**src/rtl/parking_access_frontend_pkg.sv**
```systemverilog
// Shared types and defaults for the parking access front end.
// Optional PARKING_SYNC_EN adds sensor synchronizers in parking_debounce.
package parking_pkg;

  typedef enum logic [1:0] {
    IDLE = 2'd0,
    GOT1 = 2'd1,
    GOT2 = 2'd2
  } state_t;

  typedef logic [1:0] code_t;

  localparam int DEBOUNCE_DEFAULT = 4;
  localparam int TIMEOUT_DEFAULT  = 1000;

endpackage

```
**src/rtl/parking_access_frontend_if.sv**
```systemverilog
// Sensor, keypad and gate-controller signals of the front end.
// Master drives raw sensors and keypad strobes; slave returns clean outputs.
interface parking_if
  import parking_pkg::*;
  ();

  logic  entry_raw;
  logic  exit_raw;
  logic  key_valid;
  code_t key_code;
  logic  key_enter;
  logic  key_clear;

  logic  entry_sensor;
  logic  exit_sensor;
  code_t password_1;
  code_t password_2;
  logic  pwd_valid;
  logic  busy;
  logic  timeout_pulse;

  modport master (
    output entry_raw, exit_raw,
    output key_valid, key_code,
    output key_enter, key_clear,
    input  entry_sensor, exit_sensor,
    input  password_1, password_2,
    input  pwd_valid, busy, timeout_pulse
  );

  modport slave (
    input  entry_raw, exit_raw,
    input  key_valid, key_code,
    input  key_enter, key_clear,
    output entry_sensor, exit_sensor,
    output password_1, password_2,
    output pwd_valid, busy, timeout_pulse
  );

endinterface

```
**src/rtl/parking_access_frontend_debounce.sv**
```systemverilog
// Per-sensor debounce; with PARKING_SYNC_EN defined the raw input
// first passes a two-flop synchronizer (adds 2 cycles latency).
module parking_debounce
  import parking_pkg::*;
#(
  parameter int DEBOUNCE_CYCLES = DEBOUNCE_DEFAULT
) (
  input  logic clock,
  input  logic reset,
  input  logic raw_in,
  output logic clean_out
);

  localparam int CW = $clog2(DEBOUNCE_CYCLES + 1);

  logic raw_s;

`ifdef PARKING_SYNC_EN
  logic [1:0] sync_q;

  always_ff @(posedge clock or negedge reset) begin
    if (!reset) begin
      sync_q <= 2'b00;
    end else begin
      sync_q <= {sync_q[0], raw_in};
    end
  end

  assign raw_s = sync_q[1];
`else
  assign raw_s = raw_in;
`endif

  logic [CW-1:0] cnt;

  always_ff @(posedge clock or negedge reset) begin
    if (!reset) begin
      cnt       <= '0;
      clean_out <= 1'b0;
    end else if (raw_s == clean_out) begin
      cnt <= '0;
    end else if (cnt == CW'(DEBOUNCE_CYCLES)) begin
      clean_out <= raw_s;
      cnt       <= '0;
    end else begin
      cnt <= cnt + CW'(1);
    end
  end

endmodule

```
**src/rtl/parking_access_frontend.sv**
```systemverilog
// Parking front end: sensor debounce plus keypad code entry FSM.
// Define PARKING_SYNC_EN to synchronize the raw sensors.
module parking_access_frontend
  import parking_pkg::*;
#(
  parameter int DEBOUNCE_CYCLES = DEBOUNCE_DEFAULT,
  parameter int TIMEOUT_CYCLES  = TIMEOUT_DEFAULT
) (
  input logic     clock,
  input logic     reset,
  parking_if.slave bus
);

  localparam int TW = $clog2(TIMEOUT_CYCLES + 1);

  parking_debounce #(
    .DEBOUNCE_CYCLES(DEBOUNCE_CYCLES)
  ) u_entry_db (
    .clock    (clock),
    .reset    (reset),
    .raw_in   (bus.entry_raw),
    .clean_out(bus.entry_sensor)
  );

  parking_debounce #(
    .DEBOUNCE_CYCLES(DEBOUNCE_CYCLES)
  ) u_exit_db (
    .clock    (clock),
    .reset    (reset),
    .raw_in   (bus.exit_raw),
    .clean_out(bus.exit_sensor)
  );

  state_t        state_q, state_d;
  code_t         stage1_q, stage2_q;
  code_t         stage1_d, stage2_d;
  code_t         pw1_d, pw2_d;
  logic          pv_d, to_d, busy_d;
  logic [TW-1:0] tcnt_q, tcnt_d;

  logic do_clear, do_enter, do_valid;
  logic accepted, timed_out;

  // Highest-priority strobe present wins; if the state ignores it, nothing happens.
  assign do_clear = bus.key_clear;
  assign do_enter = !bus.key_clear && bus.key_enter
                 && (state_q == GOT2);
  assign do_valid = !bus.key_clear && !bus.key_enter
                 && bus.key_valid && (state_q != GOT2);
  assign accepted = do_clear || do_enter || do_valid;

  assign timed_out = (state_q != IDLE) && !accepted
                  && (tcnt_q == TW'(TIMEOUT_CYCLES - 1));

  always_ff @(posedge clock or negedge reset) begin
    if (!reset) begin
      state_q           <= IDLE;
      stage1_q          <= '0;
      stage2_q          <= '0;
      tcnt_q            <= '0;
      bus.password_1    <= '0;
      bus.password_2    <= '0;
      bus.pwd_valid     <= 1'b0;
      bus.busy          <= 1'b0;
      bus.timeout_pulse <= 1'b0;
    end else begin
      state_q           <= state_d;
      stage1_q          <= stage1_d;
      stage2_q          <= stage2_d;
      tcnt_q            <= tcnt_d;
      bus.password_1    <= pw1_d;
      bus.password_2    <= pw2_d;
      bus.pwd_valid     <= pv_d;
      bus.busy          <= busy_d;
      bus.timeout_pulse <= to_d;
    end
  end

  always_comb begin
    state_d = state_q;
    unique case (1'b1)
      do_clear:  state_d = IDLE;
      do_enter:  state_d = IDLE;
      do_valid:  state_d = (state_q == IDLE) ? GOT1 : GOT2;
      timed_out: state_d = IDLE;
      default:   state_d = state_q;
    endcase
  end

  always_comb begin
    stage1_d = stage1_q;
    stage2_d = stage2_q;
    pw1_d    = bus.password_1;
    pw2_d    = bus.password_2;
    pv_d     = 1'b0;
    to_d     = 1'b0;
    unique case (1'b1)
      do_clear: begin
        stage1_d = '0;
        stage2_d = '0;
        pw1_d    = '0;
        pw2_d    = '0;
      end
      do_enter: begin
        pw1_d    = stage1_q;
        pw2_d    = stage2_q;
        pv_d     = 1'b1;
        stage1_d = '0;
        stage2_d = '0;
      end
      do_valid: begin
        if (state_q == IDLE) stage1_d = bus.key_code;
        else                 stage2_d = bus.key_code;
      end
      timed_out: begin
        stage1_d = '0;
        stage2_d = '0;
        to_d     = 1'b1;
      end
      default: begin
      end
    endcase
    busy_d = (state_d != IDLE);
    tcnt_d = (accepted || state_d == IDLE) ? '0 : tcnt_q + TW'(1);
  end

endmodule

```
**src/flat_wrapper.sv**
```systemverilog
// flat-port wrapper written by rule: the top's interface ports become plain ports
module parking_access_frontend_flat import parking_pkg::*;
#(
  parameter int DEBOUNCE_CYCLES = DEBOUNCE_DEFAULT,
  parameter int TIMEOUT_CYCLES  = TIMEOUT_DEFAULT
)
  (clock, reset, bus_entry_raw, bus_exit_raw, bus_key_valid, bus_key_code, bus_key_enter, bus_key_clear, bus_entry_sensor, bus_exit_sensor, bus_password_1, bus_password_2, bus_pwd_valid, bus_busy, bus_timeout_pulse);
  parking_if bus_i ();
  input logic clock;
  input logic reset;
  input wire logic [$bits(bus_i.entry_raw)-1:0] bus_entry_raw;
  input wire logic [$bits(bus_i.exit_raw)-1:0] bus_exit_raw;
  input wire logic [$bits(bus_i.key_valid)-1:0] bus_key_valid;
  input wire logic [$bits(bus_i.key_code)-1:0] bus_key_code;
  input wire logic [$bits(bus_i.key_enter)-1:0] bus_key_enter;
  input wire logic [$bits(bus_i.key_clear)-1:0] bus_key_clear;
  output wire logic [$bits(bus_i.entry_sensor)-1:0] bus_entry_sensor;
  output wire logic [$bits(bus_i.exit_sensor)-1:0] bus_exit_sensor;
  output wire logic [$bits(bus_i.password_1)-1:0] bus_password_1;
  output wire logic [$bits(bus_i.password_2)-1:0] bus_password_2;
  output wire logic [$bits(bus_i.pwd_valid)-1:0] bus_pwd_valid;
  output wire logic [$bits(bus_i.busy)-1:0] bus_busy;
  output wire logic [$bits(bus_i.timeout_pulse)-1:0] bus_timeout_pulse;
  assign bus_i.entry_raw = bus_entry_raw;
  assign bus_i.exit_raw = bus_exit_raw;
  assign bus_i.key_valid = bus_key_valid;
  assign bus_i.key_code = bus_key_code;
  assign bus_i.key_enter = bus_key_enter;
  assign bus_i.key_clear = bus_key_clear;
  assign bus_entry_sensor = bus_i.entry_sensor;
  assign bus_exit_sensor = bus_i.exit_sensor;
  assign bus_password_1 = bus_i.password_1;
  assign bus_password_2 = bus_i.password_2;
  assign bus_pwd_valid = bus_i.pwd_valid;
  assign bus_busy = bus_i.busy;
  assign bus_timeout_pulse = bus_i.timeout_pulse;
  parking_access_frontend #(.DEBOUNCE_CYCLES(DEBOUNCE_CYCLES), .TIMEOUT_CYCLES(TIMEOUT_CYCLES)) u_core (.clock(clock), .reset(reset), .bus(bus_i));
endmodule
```
**config.mk**
```make
export PLATFORM = sky130hd
export DESIGN_NAME = parking_access_frontend_flat
export DESIGN_NICKNAME = d
export VERILOG_FILES = /design/src/rtl/parking_access_frontend_pkg.sv /design/src/rtl/parking_access_frontend_if.sv /design/src/rtl/parking_access_frontend_debounce.sv /design/src/rtl/parking_access_frontend.sv /design/src/flat_wrapper.sv
export SDC_FILE = /design/constraint.sdc
export NUM_CORES = 1
export LEC_CHECK = 0
export CAP_MARGIN = 0
export CORE_MARGIN = 4
export CORE_UTILIZATION = 37
export CTS_CLUSTER_DIAMETER = 50
export DETAILED_ROUTE_END_ITERATION = 6
export GPL_TIMING_DRIVEN = 0
export PLACE_DENSITY = 0.68
export REMOVE_ABC_BUFFERS = 1
export SLEW_MARGIN = 20
export SYNTH_ARGS = -nofsm -noshare
export SYNTH_HDL_FRONTEND = slang
export SYNTH_HIERARCHICAL = 1
export SYNTH_SLANG_ARGS = --single-unit
export TNS_END_PERCENT = 1
```
**constraint.sdc**
```tcl
create_clock -name clock -period 2 [get_ports clock]
set_clock_uncertainty 0.05 [all_clocks]
set_input_delay 0.4 -clock clock [delete_from_list [all_inputs] [get_ports clock]]
set_output_delay 0.4 -clock clock [all_outputs]
set_load 0.05 [all_outputs]
```
==> flow_metrics.py, run 1 <==
metrics = {
    "clock_tree": {
        "cts_root_buffer": "clkbuf_8",
        "cts_setup_buffers": 0,
        "cts_buffers": 5,
        "holdBufCountCts": 0,
        "cts_tree": "built",
        "post_cts_resized": 0,
        "clkTransAtPathRegs_ps": 60,
        "clk_latency_ps": 280,
        "cts.path.max_buffers": 2,
        "htreeDepth": 2,
        "cts.sinks": 31,
    },
    "yosys": {
        "synth-edff-count": 0,
        "synth_xor_area_share_pct": 6.23,
        "synth_top_family_by_area": "simple AND/OR/NAND/NOR gates",
        "synthMuxAreaShare_pct": 1.60,
        "yosys.cell_count.top_type": "dfrtp_1",
        "synth_compound_area_share_pct": 6.85,
        "syn-instance-count": 132,
        "synth_top_area_share_pct": 55.2,
        "yosys.area_share.simple_pct": 23.0,
        "ys_ff_latch": 31,
        "ys_top_cells_by_count": "dfrtp_1 (31), nand2_1 (16), nor2_1 (13)",
        "synth_area_mm2": 0.00141,
        "ys.flop_type": "dfrtp_1",
        "yosys_warnings": 6,
        "ys_top_cells_by_area": "dfrtp_1 (55%), ha_1 (4.4%), xnor2_1 (4.4%)",
        "yosysTopAreaCell": "dfrtp_1",
        "synthArstFlopShare_pct": 100,
        "syn-mean-instance-area_um2": 10.7,
        "yosysUniqueCellTypes": 33,
        "ys_seq_area_share_pct": 55.2,
        "synthAdderAreaFrac_pct": 4.45,
    },
    "worst_setup_path": {
        "end_kind": "output pin",
        "cp-start-kind": "flip-flop",
        "cp_num_buf_inv": 1,
        "r2r_end": "u_core/bus.busy",
        "critPathSlowestCell": "clkdlybuf4s50_1",
        "r2r_cells": 4,
        "crit_type": "flip-flop to output pin",
        "critPathTopFamily": "buffers and inverters",
        "crit_chain": "clkdlybuf4s50_1",
        "worst_ep_arrival_time_ps": 1470,
        "cp_data_required_time_ps": 1550,
        "cpPeakStageDelay_ps": 810,
        "r2r_slack_ps": 160,
        "reg2reg_from": "u_core/tcnt_q[3]",
        "cp_max_fo": 3,
    },
    "routing": {
        "drt_iter0_markers": 59,
        "wl_um": 2550,
        "drtAntennaViolNets": 0,
        "wire_per_inst_um": 12.5,
        "vias_per_cell": 4.87,
        "route.detailed.drc": 0,
        "vias": 994,
        "drt_pre_antenna_iters": 5,
    },
    "sta": {
        "finalSetupTns_ps": 0,
        "setup_viol": 0,
        "hold_slack_ps": 95.7,
        "setup_slack_ps": 83.3,
        "relSlewSlack_pct": 55.7,
        "maxSlewViolCount": 0,
        "period_needed_ps": 1920,
        "tightest_slew_ps": 665,
        "max_freq_mhz": 522,
        "finalHoldViolCount": 0,
        "timing.final.crit_share_pct": 95.8,
        "rsz0062_at_grt": "false",
    },
    "run": {
        "maxCapViolCount": 0,
    },
    "power_and_ir_drop": {
        "power_w": 0.00164,
        "powerDensity_mw_per_mm2": 949,
        "p_leak_nw": 0.763,
        "irDropWorstVdd_uv": 485,
    },
    "global_routing": {
        "grt_overflow": 0,
        "grt_util_all_layers_pct": 12.1,
        "grt_max_degree": 32,
        "grt_pass1_vias": 1044,
        "grt_pass1_wl_um": 4530,
        "antenna_found_initial": 0,
    },
    "worst_hold_path": {
        "hp-class": "input port to asynchronous set/reset pin",
    },
    "finish": {
        "layoutNonFillerInstCount": 204,
        "drive_gt1_share_pct": 11.5,
        "syn_to_final_growth_pct": 23.1,
        "num_antenna_cells": 0,
        "nets": 169,
    },
    "die": {
        "die_h_um": 69.7,
        "die_x_um": 69.7,
        "ioPinCount": 18,
        "dieArea_mm2": 0.00485,
        "start_util_pct": 38.4,
        "rows": 22,
        "core_mm2": 0.00366,
    },
    "placed_design": {
        "post-dp-hpwl_um": 1870,
        "numPortBuffers": 17,
        "place.gp.congestion": 0.794,
        "post-place-ws_ps": 18.9,
        "place_inst": 196,
    },
    "outcome": {
        "outcome": "finished, final reports clean",
    },
}
==> report_power, final <==
| group | switching (W) | leakage (nW) | internal (W) |
|---|---|---|---|
| sequential | 0.0000523 | 0.421 | 0.000698 |
| combinational | 0.000202 | 0.291 | 0.000151 |
| clock | 0.000228 | 0.0505 | 0.000312 |
==> how the worst max path moves through the flow <==
stage                          to  slack [ps]                         from  depth (start not counted)
6_report          bus_exit_sensor          80   u_core/u_exit_db/clean_out                          1
3_3_place_gp     u_core/tcnt_q[5]          -1                        reset                          1
4_1_cts           bus_exit_sensor          70   u_core/u_exit_db/clean_out                          1
2_1_floorplan     u_core/bus.busy         260             u_core/tcnt_q[3]                          4
5_1_grt          bus_entry_sensor          30  u_core/u_entry_db/clean_out                          1
3_5_place_dp   u_core/stage2_q[1]          20                bus_key_valid                          5
==> state kept, by name (all words and copies together), names as in the netlist, 2 cells and up <==
signal                 count
u_core/u_entry_db/cnt      3
u_core/bus.password_1      2
u_core/stage1_q            2
u_core/u_exit_db/cnt       3
u_core/state_q             2
u_core/tcnt_q             10
u_core/bus.password_2      2
u_core/stage2_q            2
==> stage by stage <==
stage	util (%)	cell area (um2)
2_1_floorplan	-	1400
3_3_place_gp	44.6	1630
3_5_place_dp	44.5	1630
4_1_cts	47.3	1730
5_1_grt	47.3	1730
6_report	47.3	1730
==> per-layer routing <==
layer	up-vias	part of all wire (%)	global-route usage (%)
li1	484	-	-
met1	477	43	13.2
met2	29	49	19.7
met3	4	6.2	5.51
met4	0	1.8	6.38
met5	-	0	0
==> kinds of logic after synthesis <==
group | after synthesis
flops | 31
mux | 2
simple gates | 59
compound gates | 15
fa+ha+maj | 5
xor+xnor | 10
buf+inv | 10
==> area by class of cell <==
cell class	instances	area, um2
Inverter	9	33.8
Tap cell	48	60.1
Clock inverter	1	7.51
Clock buffer	7	96.3
Timing Repair Buffer	17	165
Fill cell	339	1930
Sequential cell	31	776
Multi-Input combinational cell	91	593
==> cells in the final DEF (no fill, tap or decap) <==
master / n
ha_1: 5
o21ai_0: 5
nand4_1: 2
nor3_1: 1
nor4_1: 1
a21o_1: 1
or2b_2: 1
a21oi_1: 2
nand3b_1: 1
o211a_1: 1
a21oi_2: 1
nand3_2: 1
clkinvlp_4: 1
or4_4: 1
nand3b_2: 1
nand3_1: 5
nor3b_1: 4
o211ai_1: 1
o21ai_1: 2
dfrtp_1: 31
mux2_2: 2
and3_1: 2
nor2b_1: 3
or3b_1: 3
xnor2_1: 7
and4_2: 1
xor2_1: 3
nand2b_1: 2
inv_1: 9
nand2_1: 16
buf_2: 1
clkbuf_8: 7
nor2_1: 13
a22o_1: 2
and2_2: 1
clkdlybuf4s50_1: 16
==> worst reg2reg max path, cell delays in order (launching register included) <==
cell,delay [ps]
dfrtp_1,410
or3b_1,400
or4_4,560
nand3_2,210
nand3b_2,100
(Power assumes the default switching activity.)
==> run 2, diff against run 1 <==
SLEW_MARGIN = not set   (was 20)
SYNTH_HIERARCHICAL = not set   (was 1)
==> run 2 against run 1 <==
- sequential share of layout area unchanged
- setup slack lost 5.4 ps
- via count rose by 0.80%
- register-to-register slack is essentially flat
- cell count up 1.5%
- critical endpoint unchanged
- highest routed layer unchanged
==> flow_metrics.py, run 2 <==
metrics = {
    "routing": {
        "vias_per_cell": 4.84,
        "drt_pre_antenna_iters": 4,
        "route.detailed.drc": 0,
        "vias": 1002,
        "wire_per_inst_um": 11.7,
        "drtAntennaViolNets": 0,
        "drt_iter0_markers": 60,
        "wl_um": 2430,
    },
    "clock_tree": {
        "clk_latency_ps": 280,
        "cts.sinks": 31,
        "holdBufCountCts": 0,
        "cts_root_buffer": "clkbuf_8",
        "post_cts_resized": 0,
        "cts_setup_buffers": 0,
        "cts_buffers": 5,
        "cts.path.max_buffers": 2,
        "htreeDepth": 2,
        "cts_tree": "built",
        "clkTransAtPathRegs_ps": 70,
    },
    "sta": {
        "timing.final.crit_share_pct": 96.1,
        "rsz0062_at_grt": "false",
        "setup_viol": 0,
        "relSlewSlack_pct": 56.3,
        "period_needed_ps": 1920,
        "maxSlewViolCount": 0,
        "tightest_slew_ps": 656,
        "finalHoldViolCount": 0,
        "max_freq_mhz": 520,
    },
    "finish": {
        "multiInputGateArea_um2": 579,
        "top_register": "u_core.tcnt_q",
        "nets": 172,
        "largest_reg_flops": 10,
        "layoutNonFillerInstCount": 207,
        "num_antenna_cells": 0,
        "reg_top3": "u_core.tcnt_q x10, u_core.u_entry_db.cnt x3, u_core.u_exit_db.cnt x3",
        "final_common_cell": "dfrtp_1",
        "n_fill_cell": 331,
        "syn_to_final_growth_pct": 24.3,
        "drive_gt1_share_pct": 9.43,
        "layout_common_cells": "dfrtp_1 (31), nand2_1 (18), nor2_1 (17), clkdlybuf4s50_1 (16), inv_1 (9)",
        "regArea_um2": 776,
    },
    "die": {
        "die_h_um": 69.4,
        "ioPinCount": 18,
        "rows": 22,
        "die_x_um": 69.4,
        "dieArea_mm2": 0.00481,
        "core_mm2": 0.00366,
        "start_util_pct": 38.0,
    },
    "placed_design": {
        "place.gp.congestion": 0.721,
        "numPortBuffers": 17,
        "post-dp-hpwl_um": 1830,
        "place_inst": 199,
    },
    "worst_setup_path": {
        "worst_ep_arrival_time_ps": 1470,
        "cp_max_fo": 3,
        "end_kind": "output pin",
        "cp_data_required_time_ps": 1550,
        "critPathTopFamily": "buffers and inverters",
        "cp_num_buf_inv": 1,
        "crit_chain": "clkdlybuf4s50_1",
        "cpPeakStageDelay_ps": 810,
        "cp-start-kind": "flip-flop",
        "critPathSlowestCell": "clkdlybuf4s50_1",
        "crit_type": "flip-flop to output pin",
    },
    "global_routing": {
        "grt_util_all_layers_pct": 11.6,
        "grt_max_degree": 32,
        "grt_overflow": 0,
        "grt_pass1_wl_um": 4400,
        "grt_pass1_vias": 1022,
        "antenna_found_initial": 0,
    },
    "run": {
        "maxCapViolCount": 0,
    },
    "yosys": {
        "synth-edff-count": 0,
        "syn-instance-count": 135,
        "ys_top_cells_by_area": "dfrtp_1 (56%), xnor2_1 (5.0%), nand2_1 (4.9%)",
        "synth_area_mm2": 0.00139,
        "yosysUniqueCellTypes": 30,
        "ys.flop_type": "dfrtp_1",
        "ys_top_cells_by_count": "dfrtp_1 (31), nand2_1 (18), nor2_1 (17)",
        "syn-mean-instance-area_um2": 10.3,
        "ys_ff_latch": 31,
        "yosysTopAreaCell": "dfrtp_1",
        "ys_seq_area_share_pct": 55.7,
        "yosys_warnings": 0,
        "yosys.cell_count.top_type": "dfrtp_1",
        "synth_top_area_share_pct": 55.7,
        "synthArstFlopShare_pct": 100,
    },
    "power_and_ir_drop": {
        "p_leak_nw": 0.763,
        "power_w": 0.00174,
        "irDropWorstVdd_uv": 426,
        "powerDensity_mw_per_mm2": 1000,
    },
    "outcome": {
        "outcome": "finished, final reports clean",
    },
    "worst_hold_path": {
        "hp-class": "input port to asynchronous set/reset pin",
    },
}
[run 2: changes by cell type after synthesis, moves of 2 or more]
cell,delta
nor2_1,+4
nor3_1,+3
o21ai_0,+3
nand2_1,+2
nand2b_1,-2
o21ai_1,-2
or3b_1,-2
[run 2: layer usage]
layer | wire length [um] | part of all wire [%] | up-vias | GRT usage (%)
met5 | 0 | 0 | - | 0
met4 | 42 | 1.7 | 0 | 4.99
met3 | 136 | 5.6 | 5 | 6.38
met2 | 1160 | 48 | 22 | 18.4
met1 | 1090 | 45 | 479 | 12.8
li1 | - | - | 496 | -
[run 2: cell families (layout without fill, tap and decap cells)]
group | Yosys count | count (layout) | synth area share, %
and+or+nand+nor | 61 | 61 | 21.6
DFF | 31 | 31 | 55.7
xor gates and xnor gates | 10 | 10 | 6.29
muxes | 3 | 3 | 2.34
buffers and inverters | 10 | 34 | 2.69
adders and majority gates | 5 | 5 | 4.49
AOI/OAI and AO/OA | 15 | 15 | 6.92
[run 2: area by class of cell]
cell class / count / area share, %
Tap cell: 48 / 3.47
Sequential cell: 31 / 44.8
Clock inverter: 2 / 2.02
Inverter: 9 / 1.95
Clock buffer: 6 / 4.77
Timing Repair Buffer: 17 / 9.54
Multi-Input combinational cell: 94 / 33.5
[run 2: worst paths after layout]
check | startpoint | to | slack [ps] | cells after the start
setup / recovery | u_core.u_exit_db.clean_out | bus_exit_sensor | 80 | 1
hold / removal | reset | u_core.u_exit_db.cnt[1] | 90 | 1
setup reg to reg | u_core.tcnt_q[3] | u_core.tcnt_q[2] | 170 | 4
hold reg to reg | u_core.u_exit_db.cnt[0] | u_core.u_exit_db.cnt[0] | 410 | 1
max in group asynchronous | reset | u_core.tcnt_q[9] | 1370 | 1
min in group clock | u_core.u_exit_db.cnt[0] | u_core.u_exit_db.cnt[0] | 410 | 1
[run 2: report_power, final]
| group | switching (W) | total [W] | internal [W] | leakage (nW) |
|---|---|---|---|---|
| Sequential | 0.0000492 | 0.000747 | 0.000698 | 0.421 |
| Combinational | 0.000211 | 0.000365 | 0.000154 | 0.281 |
| Clock | 0.000223 | 0.000626 | 0.000403 | 0.0612 |
| Total | 0.000484 | 0.00174 | 0.00125 | 0.763 |
[run 2: stage by stage]
stage	setup slack [ps]	util [%]	area, um2	TNS, ps	hold slack [ps]
after global routing	13.6	47.3	1730	0	151
final	77.9	47.3	1730	0	93.7
after global placement	4.37	44.2	1620	0	399
after detailed placement	-79.0	44.2	1620	-2400	408
after CTS	57.9	47.4	1740	0	416
after floorplan	286	-	1390	0	54.4
